$ cat src/rtl/rs_issue_scheduler_pkg.sv
// Shared types for the reservation-station issue scheduler.
// lc3b_rs_id / lc3b_rob_id / lc3b_rs_entry mirror the existing lc3b_types
// definitions so the scheduler and the station agree on entry layout.
// sched_state_e is the scheduler's two-state issue FSM encoding.
package rs_issue_scheduler_pkg;

  typedef logic [1:0] lc3b_rs_id;
  typedef logic [2:0] lc3b_rob_id;

  typedef struct packed {
    logic [3:0]  op;
    logic [15:0] vj;
    logic [15:0] vk;
    lc3b_rob_id  dest;
    logic [15:0] pc;
  } lc3b_rs_entry;

  typedef enum logic {
    SCHED_EMPTY,
    SCHED_HELD
  } sched_state_e;

endpackage

$ cat src/rtl/rs_issue_scheduler_rr.sv
// rr_arbiter: combinational round-robin pick.
// Returns the first requesting index at or after ptr_i, wrapping modulo SIZE.
// Ports:
//   req_i          request vector, one bit per entry
//   ptr_i          search start index
//   grant_o        granted index (0 when nothing requested)
//   grant_valid_o  at least one request present
module rr_arbiter #(
  parameter int unsigned SIZE = 4,
  localparam int unsigned IW = (SIZE > 1) ? $clog2(SIZE) : 1
) (
  input  logic [SIZE-1:0] req_i,
  input  logic [IW-1:0]   ptr_i,
  output logic [IW-1:0]   grant_o,
  output logic            grant_valid_o
);

  logic [IW-1:0] idx;

  always_comb begin
    grant_o       = '0;
    grant_valid_o = 1'b0;
    idx           = '0;
    for (int unsigned i = 0; i < SIZE; i++) begin
      idx = IW'((32'(ptr_i) + i) % SIZE);
      if (!grant_valid_o && req_i[idx]) begin
        grant_o       = idx;
        grant_valid_o = 1'b1;
      end
    end
  end

endmodule

$ cat src/rtl/rs_issue_scheduler.sv
// rs_issue_scheduler: free-slot allocation plus round-robin issue of ready
// reservation-station entries to a functional unit over a registered
// valid/ack handshake. Accepted entries are released via finish/finish_index.
// Optional build macro: RS_SCHED_PERF_EN enables the stall_count counter;
// without it stall_count is tied to zero.
// Ports:
//   clk, reset_n (async, active-low), flush
//   rs_data / rs_ready / rs_available   station entry contents and flags
//   alloc_index / alloc_full            next free slot for dispatch
//   issue_valid / issue_op / issue_vj / issue_vk / issue_dest / issue_pc
//   issue_ack                           functional unit accepts this cycle
//   finish / finish_index               release the in-flight entry
//   stall_count                         cycles held without ack (perf build)
module rs_issue_scheduler
  import rs_issue_scheduler_pkg::*;
#(
  parameter int unsigned SIZE = 4
) (
  input  logic                clk,
  input  logic                reset_n,
  input  logic                flush,
  input  lc3b_rs_entry        rs_data [SIZE],
  input  logic [SIZE-1:0]     rs_ready,
  input  logic [SIZE-1:0]     rs_available,
  output lc3b_rs_id           alloc_index,
  output logic                alloc_full,
  output logic                issue_valid,
  output logic [3:0]          issue_op,
  output logic [15:0]         issue_vj,
  output logic [15:0]         issue_vk,
  output lc3b_rob_id          issue_dest,
  output logic [15:0]         issue_pc,
  input  logic                issue_ack,
  output logic                finish,
  output lc3b_rs_id           finish_index,
  output logic [15:0]         stall_count
);

  sched_state_e    state_q;
  lc3b_rs_entry    entry_q;
  lc3b_rs_id       inflight_q;
  lc3b_rs_id       rr_q;

  logic [SIZE-1:0] cand;
  lc3b_rs_id       grant;
  logic            grant_valid;
  logic            load;
  logic            alloc_found;

  // Lowest available slot.
  always_comb begin
    alloc_index = '0;
    alloc_found = 1'b0;
    for (int unsigned i = 0; i < SIZE; i++) begin
      if (!alloc_found && rs_available[i]) begin
        alloc_index = lc3b_rs_id'(i);
        alloc_found = 1'b1;
      end
    end
    alloc_full = ~|rs_available;
  end

  // Ready and busy; the entry already in the issue registers is excluded
  // because the station keeps it busy until the finish edge.
  always_comb begin
    cand = rs_ready & ~rs_available;
    if (state_q == SCHED_HELD) begin
      cand[inflight_q] = 1'b0;
    end
  end

  rr_arbiter #(.SIZE(SIZE)) u_rr (
    .req_i         (cand),
    .ptr_i         (rr_q),
    .grant_o       (grant),
    .grant_valid_o (grant_valid)
  );

  assign load = grant_valid && ((state_q == SCHED_EMPTY) || issue_ack);

  always_ff @(posedge clk or negedge reset_n) begin
    if (!reset_n) begin
      state_q    <= SCHED_EMPTY;
      entry_q    <= '0;
      inflight_q <= '0;
      rr_q       <= '0;
    end else if (flush) begin
      state_q <= SCHED_EMPTY;
    end else if (load) begin
      entry_q    <= rs_data[grant];
      inflight_q <= grant;
      rr_q       <= lc3b_rs_id'((32'(grant) + 32'd1) % SIZE);
      state_q    <= SCHED_HELD;
    end else if ((state_q == SCHED_HELD) && issue_ack) begin
      state_q <= SCHED_EMPTY;
    end
  end

  assign issue_valid  = (state_q == SCHED_HELD);
  assign issue_op     = entry_q.op;
  assign issue_vj     = entry_q.vj;
  assign issue_vk     = entry_q.vk;
  assign issue_dest   = entry_q.dest;
  assign issue_pc     = entry_q.pc;
  assign finish       = (state_q == SCHED_HELD) && issue_ack && !flush;
  assign finish_index = inflight_q;

`ifdef RS_SCHED_PERF_EN
  logic [15:0] stall_cnt_q;

  always_ff @(posedge clk or negedge reset_n) begin
    if (!reset_n) begin
      stall_cnt_q <= '0;
    end else if (issue_valid && !issue_ack && (stall_cnt_q != '1)) begin
      stall_cnt_q <= stall_cnt_q + 16'd1;
    end
  end

  assign stall_count = stall_cnt_q;
`else
  assign stall_count = '0;
`endif

endmodule

$ cat config.mk
export PLATFORM = sky130hd
export DESIGN_NAME = rs_issue_scheduler
export DESIGN_NICKNAME = d
export VERILOG_FILES = /design/src/rtl/rs_issue_scheduler_pkg.sv /design/src/rtl/rs_issue_scheduler_rr.sv /design/src/rtl/rs_issue_scheduler.sv
export SDC_FILE = /design/constraint.sdc
export NUM_CORES = 1
export LEC_CHECK = 0
export CORE_AREA = 2 2 119 121
export DETAILED_ROUTE_END_ITERATION = 6
export DIE_AREA = 0 0 121 123
export GPL_TIMING_DRIVEN = 0
export PLACE_DENSITY_LB_ADDON = 0.3
export SLEW_MARGIN = 20
export SYNTH_ARGS = -nofsm -noshare
export SYNTH_HDL_FRONTEND = slang
export SYNTH_SLANG_ARGS = --single-unit
$ cat constraint.sdc
create_clock -name clk -period 2.95 [get_ports clk]
set_clock_uncertainty 0.2 [all_clocks]
set_input_delay 0.59 -clock clk [delete_from_list [all_inputs] [get_ports clk]]
set_output_delay 0.59 -clock clk [all_outputs]
set_load 0.02 [all_outputs]
* After elaboration in Yosys (flattened, before gate mapping)
Cells that the tools add are included.
** Operators by class
- Bitwise gates (word level) :: 7
- $mul :: 0
- Shift-type cells :: 0
- Reduce and logical (&&, ||, !) cells :: 22
- Muxes and demuxes :: 31
- $add $sub $neg :: 4
- Equal/unequal tests :: 0
- Divide/modulo/power cells :: 0
- Order comparisons :: 7
** Operators with widths (count)
- 55-bit binary-select mux with 2-bit select :: 1
- 55-bit two-way mux :: 2
- 1-bit two-way mux :: 16
- 2-bit by 3-bit < comparator with 1-bit output, second input constant :: 5
- 2-bit two-way mux :: 6
- 1-bit logical AND :: 10
- 4-bit AND :: 2
- 1-bit binary-select mux with 2-bit select :: 4
- 1-bit zero test :: 8
- 4-bit inverter :: 2
- 2-bit by 1-bit adder with 2-bit output, second input constant :: 2
- 2-bit adder, second input constant :: 2
- 4-bit two-way mux :: 1
- 4-bit OR reduction :: 1
- 3-bit greater-or-equal comparator, second input constant :: 1
- 2-bit inverter with 3-bit output :: 1
- 3-bit nonzero test :: 1
- 1-bit demux with 2-bit select :: 1
- 2-bit by 1-bit greater-or-equal comparator with 1-bit output, second input constant :: 1
- 1-bit inverter :: 2
- 2-bit AND reduction :: 1
- 1-bit logical OR :: 1
** Word-level totals
- Bits in writable memories :: 0
- Bits in latches :: 0
- Word-level logic and storage cells :: 79
- Bits of input ports :: 232
- Memories kept :: 0
- Register bits :: 60
- ROM bits :: 0

* Depth between registers and ports, before layout
- Word-level depth :: 23
- Gate-level depth with buffers :: 7

* Hierarchy
Synthesis repeated with hierarchy kept, for this count alone.
** Unflattened totals
- Cell total of the unflattened synthesis :: 248
- Area, all modules :: 3943.8 um^2
** By module, submodules not included
- rs_issue_scheduler :: instances 1, sequential area each 1501.4 um^2, cells an instance 233, area each 3866.2 um^2
- rr_arbiter :: instances 1, sequential area each 0.0 um^2, cells an instance 15, area each 77.6 um^2

* Worst setup path before layout
OpenSTA, ideal clock, no wires.
- Path type :: input -> register
- Start point :: input port rs_available[0]
- End point :: register entry_q (netlist bit issue_vj[10])
- Library setup time :: 0.132 ns
- Stages :: 7
- Arrival time :: 1.966 ns
- Slack :: 0.652 ns
- Path through :: nor4b_1 -> a22oi_2 -> o311ai_2 -> buf_4 -> buf_6 -> mux2i_1 -> o221ai_2
** Between the ends
- Cells in the longest elaborated chain, start to end :: 20
- Elaborated cells on any way between the ends :: 32
- Classes of those cells :: 20 x mux; 4 x bitwise; 8 x reduce/logical
** RTL lines
- start, declared :: line rs_issue_scheduler.sv:24 : input logic [SIZE-1:0] rs_available,
- 4-bit inverter * :: line rs_issue_scheduler.sv:66 : cand = rs_ready & ~rs_available;
- 4-bit AND * :: line rs_issue_scheduler.sv:66
- 4-bit AND (no source line)
- 4-bit two-way mux * :: line rs_issue_scheduler.sv:67 : if (state_q == SCHED_HELD) begin
- 1-bit binary-select mux with 2-bit select :: line rs_issue_scheduler_rr.sv:26 : if (!grant_valid_o && req_i[idx]) begin
- 1-bit two-way mux (not written as such) :: line rs_issue_scheduler_rr.sv:26
- 1-bit two-way mux :: line rs_issue_scheduler_rr.sv:26
- 1-bit zero test :: line rs_issue_scheduler_rr.sv:26
- [... 3 more ...]
- 1-bit logical AND :: line rs_issue_scheduler_rr.sv:26
- 1-bit two-way mux :: line rs_issue_scheduler_rr.sv:26
- 1-bit zero test :: line rs_issue_scheduler_rr.sv:26
- 1-bit logical AND :: line rs_issue_scheduler_rr.sv:26
- 2-bit two-way mux :: line rs_issue_scheduler_rr.sv:26
- 2-bit inverter with 3-bit output (not written as such) :: line rs_issue_scheduler.sv:90 : entry_q <= rs_data[grant];
- 55-bit binary-select mux with 2-bit select :: line rs_issue_scheduler.sv:90
- 55-bit two-way mux (not written as such) (2 in a row) :: line rs_issue_scheduler.sv:90
- end signal, assigned :: line rs_issue_scheduler.sv:90
- end, declared :: line rs_issue_scheduler.sv:40 : lc3b_rs_entry entry_q;
Mark *: on every way between the ends. The rest lies on a longest branch, timed or not. The select of a mux whose other input is x is not followed.
A chain may end at the register's enable or synchronous reset.

* Worst setup path in the final report
- Start point :: input port rs_available[1]
- End point :: output port alloc_full
** Between the ends
- Cells in the longest elaborated chain, start to end :: 2
** RTL lines
- 4-bit OR reduction :: line rs_issue_scheduler.sv:60 : alloc_full = ~|rs_available;
- 1-bit zero test :: line rs_issue_scheduler.sv:60
- end, declared :: line rs_issue_scheduler.sv:26 : output logic alloc_full,
No other way between the ends.

==> metrics <==
area share of fa/ha/maj cells after synthesis=0%; # setup viols final=0; Vias=4256; commonest non-fill, non-tap cells in the layout=292 x clkdlybuf4s50_1, 110 x mux2i_1, 61 x nand2_1; gpl congestion=~0.76; Seq pwr share=between 20% and 30%; switching pwr=~0.0016 W; endpoints failing hold=0; Yosys top cell by area=dfrtp_1; core outline area=between 0.01 and 0.015 mm^2; Peak Freq=~350 MHz; starting DRC count in detailed routing=between 100 and 150; Avg Cell Area, Syn=roughly 11 um^2; clk buf depth=2; Max VDD drop=between 200 and 250 uV; top cell type's share of synthesized area=between 30% and 40%; Leak=3.50 nW; largest net degree at the start of global routing=32; RSZ-0062 raised after global routing=false; # rows=43; I/O pins=between 300 and 400; Worst Reg-to-Reg Cells=7; clk_lat worst skew=0.32 ns; total CTS buffers=9; compound-cell area share of the yosys netlist=between 10% and 20%; First-pass DRT Iterations=4; Hold Crit Class=in2async; synth warn=0; Die Y=between 100 and 150 um; pwr dens=roughly 600 mW/mm^2; Worst Setup End Kind=primary output; Combinational Power Share=a little under 50%; NumNets Final=just over 900; Clk pin slew, worst setup/hold paths=about 0.050 ns; area delta synth->final=88.4%; max-slew violation count=0; Reg2Reg Launch Point=issue_valid$_DFFE_PN0P_; drc violations=0; simple-gate area share of the yosys netlist=9.30%; Unique masters post-synth=39; share of the yosys chip area belonging to registers=a little under two fifths; outcome=complete, no violations; final WL=around 16 mm; largest family of logic cells by synthesized area=multiplexers; Synth Flop Type=dfrtp_1; fin crit share=97.2%; Non-Filler Instances=between 800 and 900; port bufs=between 200 and 300; full die area=0.0149 mm^2; minimum clock period=roughly 2.9 ns; Vias/cell=between 4 and 5; Util after Layout=55.7%; Synth Cell Area=about 0.004 mm^2; Worst setup SP type=input port; Final ANT Viol Nets=0; FF+latch count, synth=60; gr ovfl total=0; XOR/XNOR Fraction of Synth Area=0%; CTS sink cnt=60; Worst R2R End=issue_dest[2]$_DFFE_PN0P_; commonest non-fill, non-tap cell in the layout=clkdlybuf4s50_1; Pwr Total=~0.0047 W; Tightest Pin Transition=between 0.5 and 0.6 ns; R2R setup slack=just over 0.3 ns; Worst Path Max Fanout=5; WP data required=between 2 and 2.5 ns; initial antenna violation count=0; Wirelength per Cell=roughly 18 um; CTS tree=yes; final hold slack=roughly 0.0027 ns; Initial Utilization=about 30%; FFs w/ async S/R, synth=100%; classification of the worst setup path=in2out; Clock power frac=between 20% and 30%; HPWL after DPL=~13 mm; P_int=just over 0.003 W; CTS H-tree lvls=3; top cells by area, synth=dfrtp_1 37%, mux2i_1 27%, o221ai_1 9.8%; Max Cap Viol=0; mux contribution to synthesized area=between 20% and 30%; first-pass GRT wire length=around 23 mm; ANT cells=0; Critical Path AT=~2.1 ns; Root Buffer=clkbuf_16; Placed Cells=865; Die W=between 100 and 150 um; share of cells above drive strength 1=around 10%; Post-synth EDFFs=0; vias in the first global route=~4400; Mapped Cells=about 380; sw frac=between 30% and 40%; Relative slew margins=~64%; Global Route Usage Sum=approximately 20%
## power by group through the flow
stage          Clock [W]  Combinational, W  Sequential (W)
6_report         0.00106           0.00231         0.00128
4_1_cts          0.00109           0.00234         0.00129
3_5_place_dp           0           0.00233         0.00130
5_1_grt          0.00112           0.00247         0.00132
2_1_floorplan          0          0.000844         0.00161
3_3_place_gp           0           0.00229         0.00128
## area by class of cell
type,count,area (um^2)
clock buffers,14,274
multi-input cells,282,2250
inverters,3,11.3
repair buffers,294,2950
fillers,1223,6030
flip-flops and latches,60,1500
plain buffers,46,337
well taps,180,225
clock inverters,1,30.0
## Yosys cell counts, types with 3 or more instances
master,number
clkbuf_1,6
o221ai_1,45
inv_1,3
nand2_1,61
mux2i_1,110
buf_6,10
buf_4,19
o221ai_2,10
buf_2,11
nand3_1,3
dfrtp_1,60
nor2_1,6
## kinds of logic after synthesis
group / count (synthesis)
flip-flops: 60
other: 1
AO/OA/AOI/OAI: 72
buffers and inverters: 49
AND/OR/NAND/NOR: 84
multiplexers: 110
## worst max-delay path by stage
stage,startpoint,to,slack (ns),depth (start not counted)
global route,rs_available[0],issue_vj[9]$_DFFE_PN0P_,0.005,8
detailed placement,rs_available[0],issue_pc[7]$_DFFE_PN0P_,-0.41,8
finish,rs_available[1],alloc_full,0.08,3
CTS,rs_available[0],issue_pc[7]$_DFFE_PN0P_,0.03,8
global placement,reset_n,issue_vk[8]$_DFFE_PN0P_,-0.93,1
floorplan,rs_available[0],issue_vj[10]$_DFFE_PN0P_,0.65,7
## registers in the layout (all words and copies together), names as in the netlist
signal and count:
issue_pc 16, issue_vj 16, issue_vk 16, issue_op 4
issue_dest 3, finish_index 2, rr_q 2, issue_valid 1
## metal layers
metal  wire (um)  track usage (%)
met3        1460             6.55
met5           0                0
met1        5710             21.9
met2        8120             37.5
met4         254             5.96
## what timing repair did
action	4_1_cts	5_1_grt
hold buffers	0	0
gates resized for setup	2	1
setup endpoints to repair	15	6
setup buffers	0	0
## worst max-delay path, cell delays in order
cell	delay, ns
clkdlybuf4s50_1	0.49
nor4_1	0.33
clkdlybuf4s50_1	0.66
## stage by stage
stage	worst slack, ns	instance area (um^2)	TNS, ns
after global routing	0.00467	7580	0
after detailed placement	-0.413	7250	-17.88
final	0.0816	7580	0
after global placement	-0.935	7240	-74.23
after CTS	0.0300	7570	0
after floorplan	0.652	4080	0
Note: power is estimated with default switching activity, not from simulation.
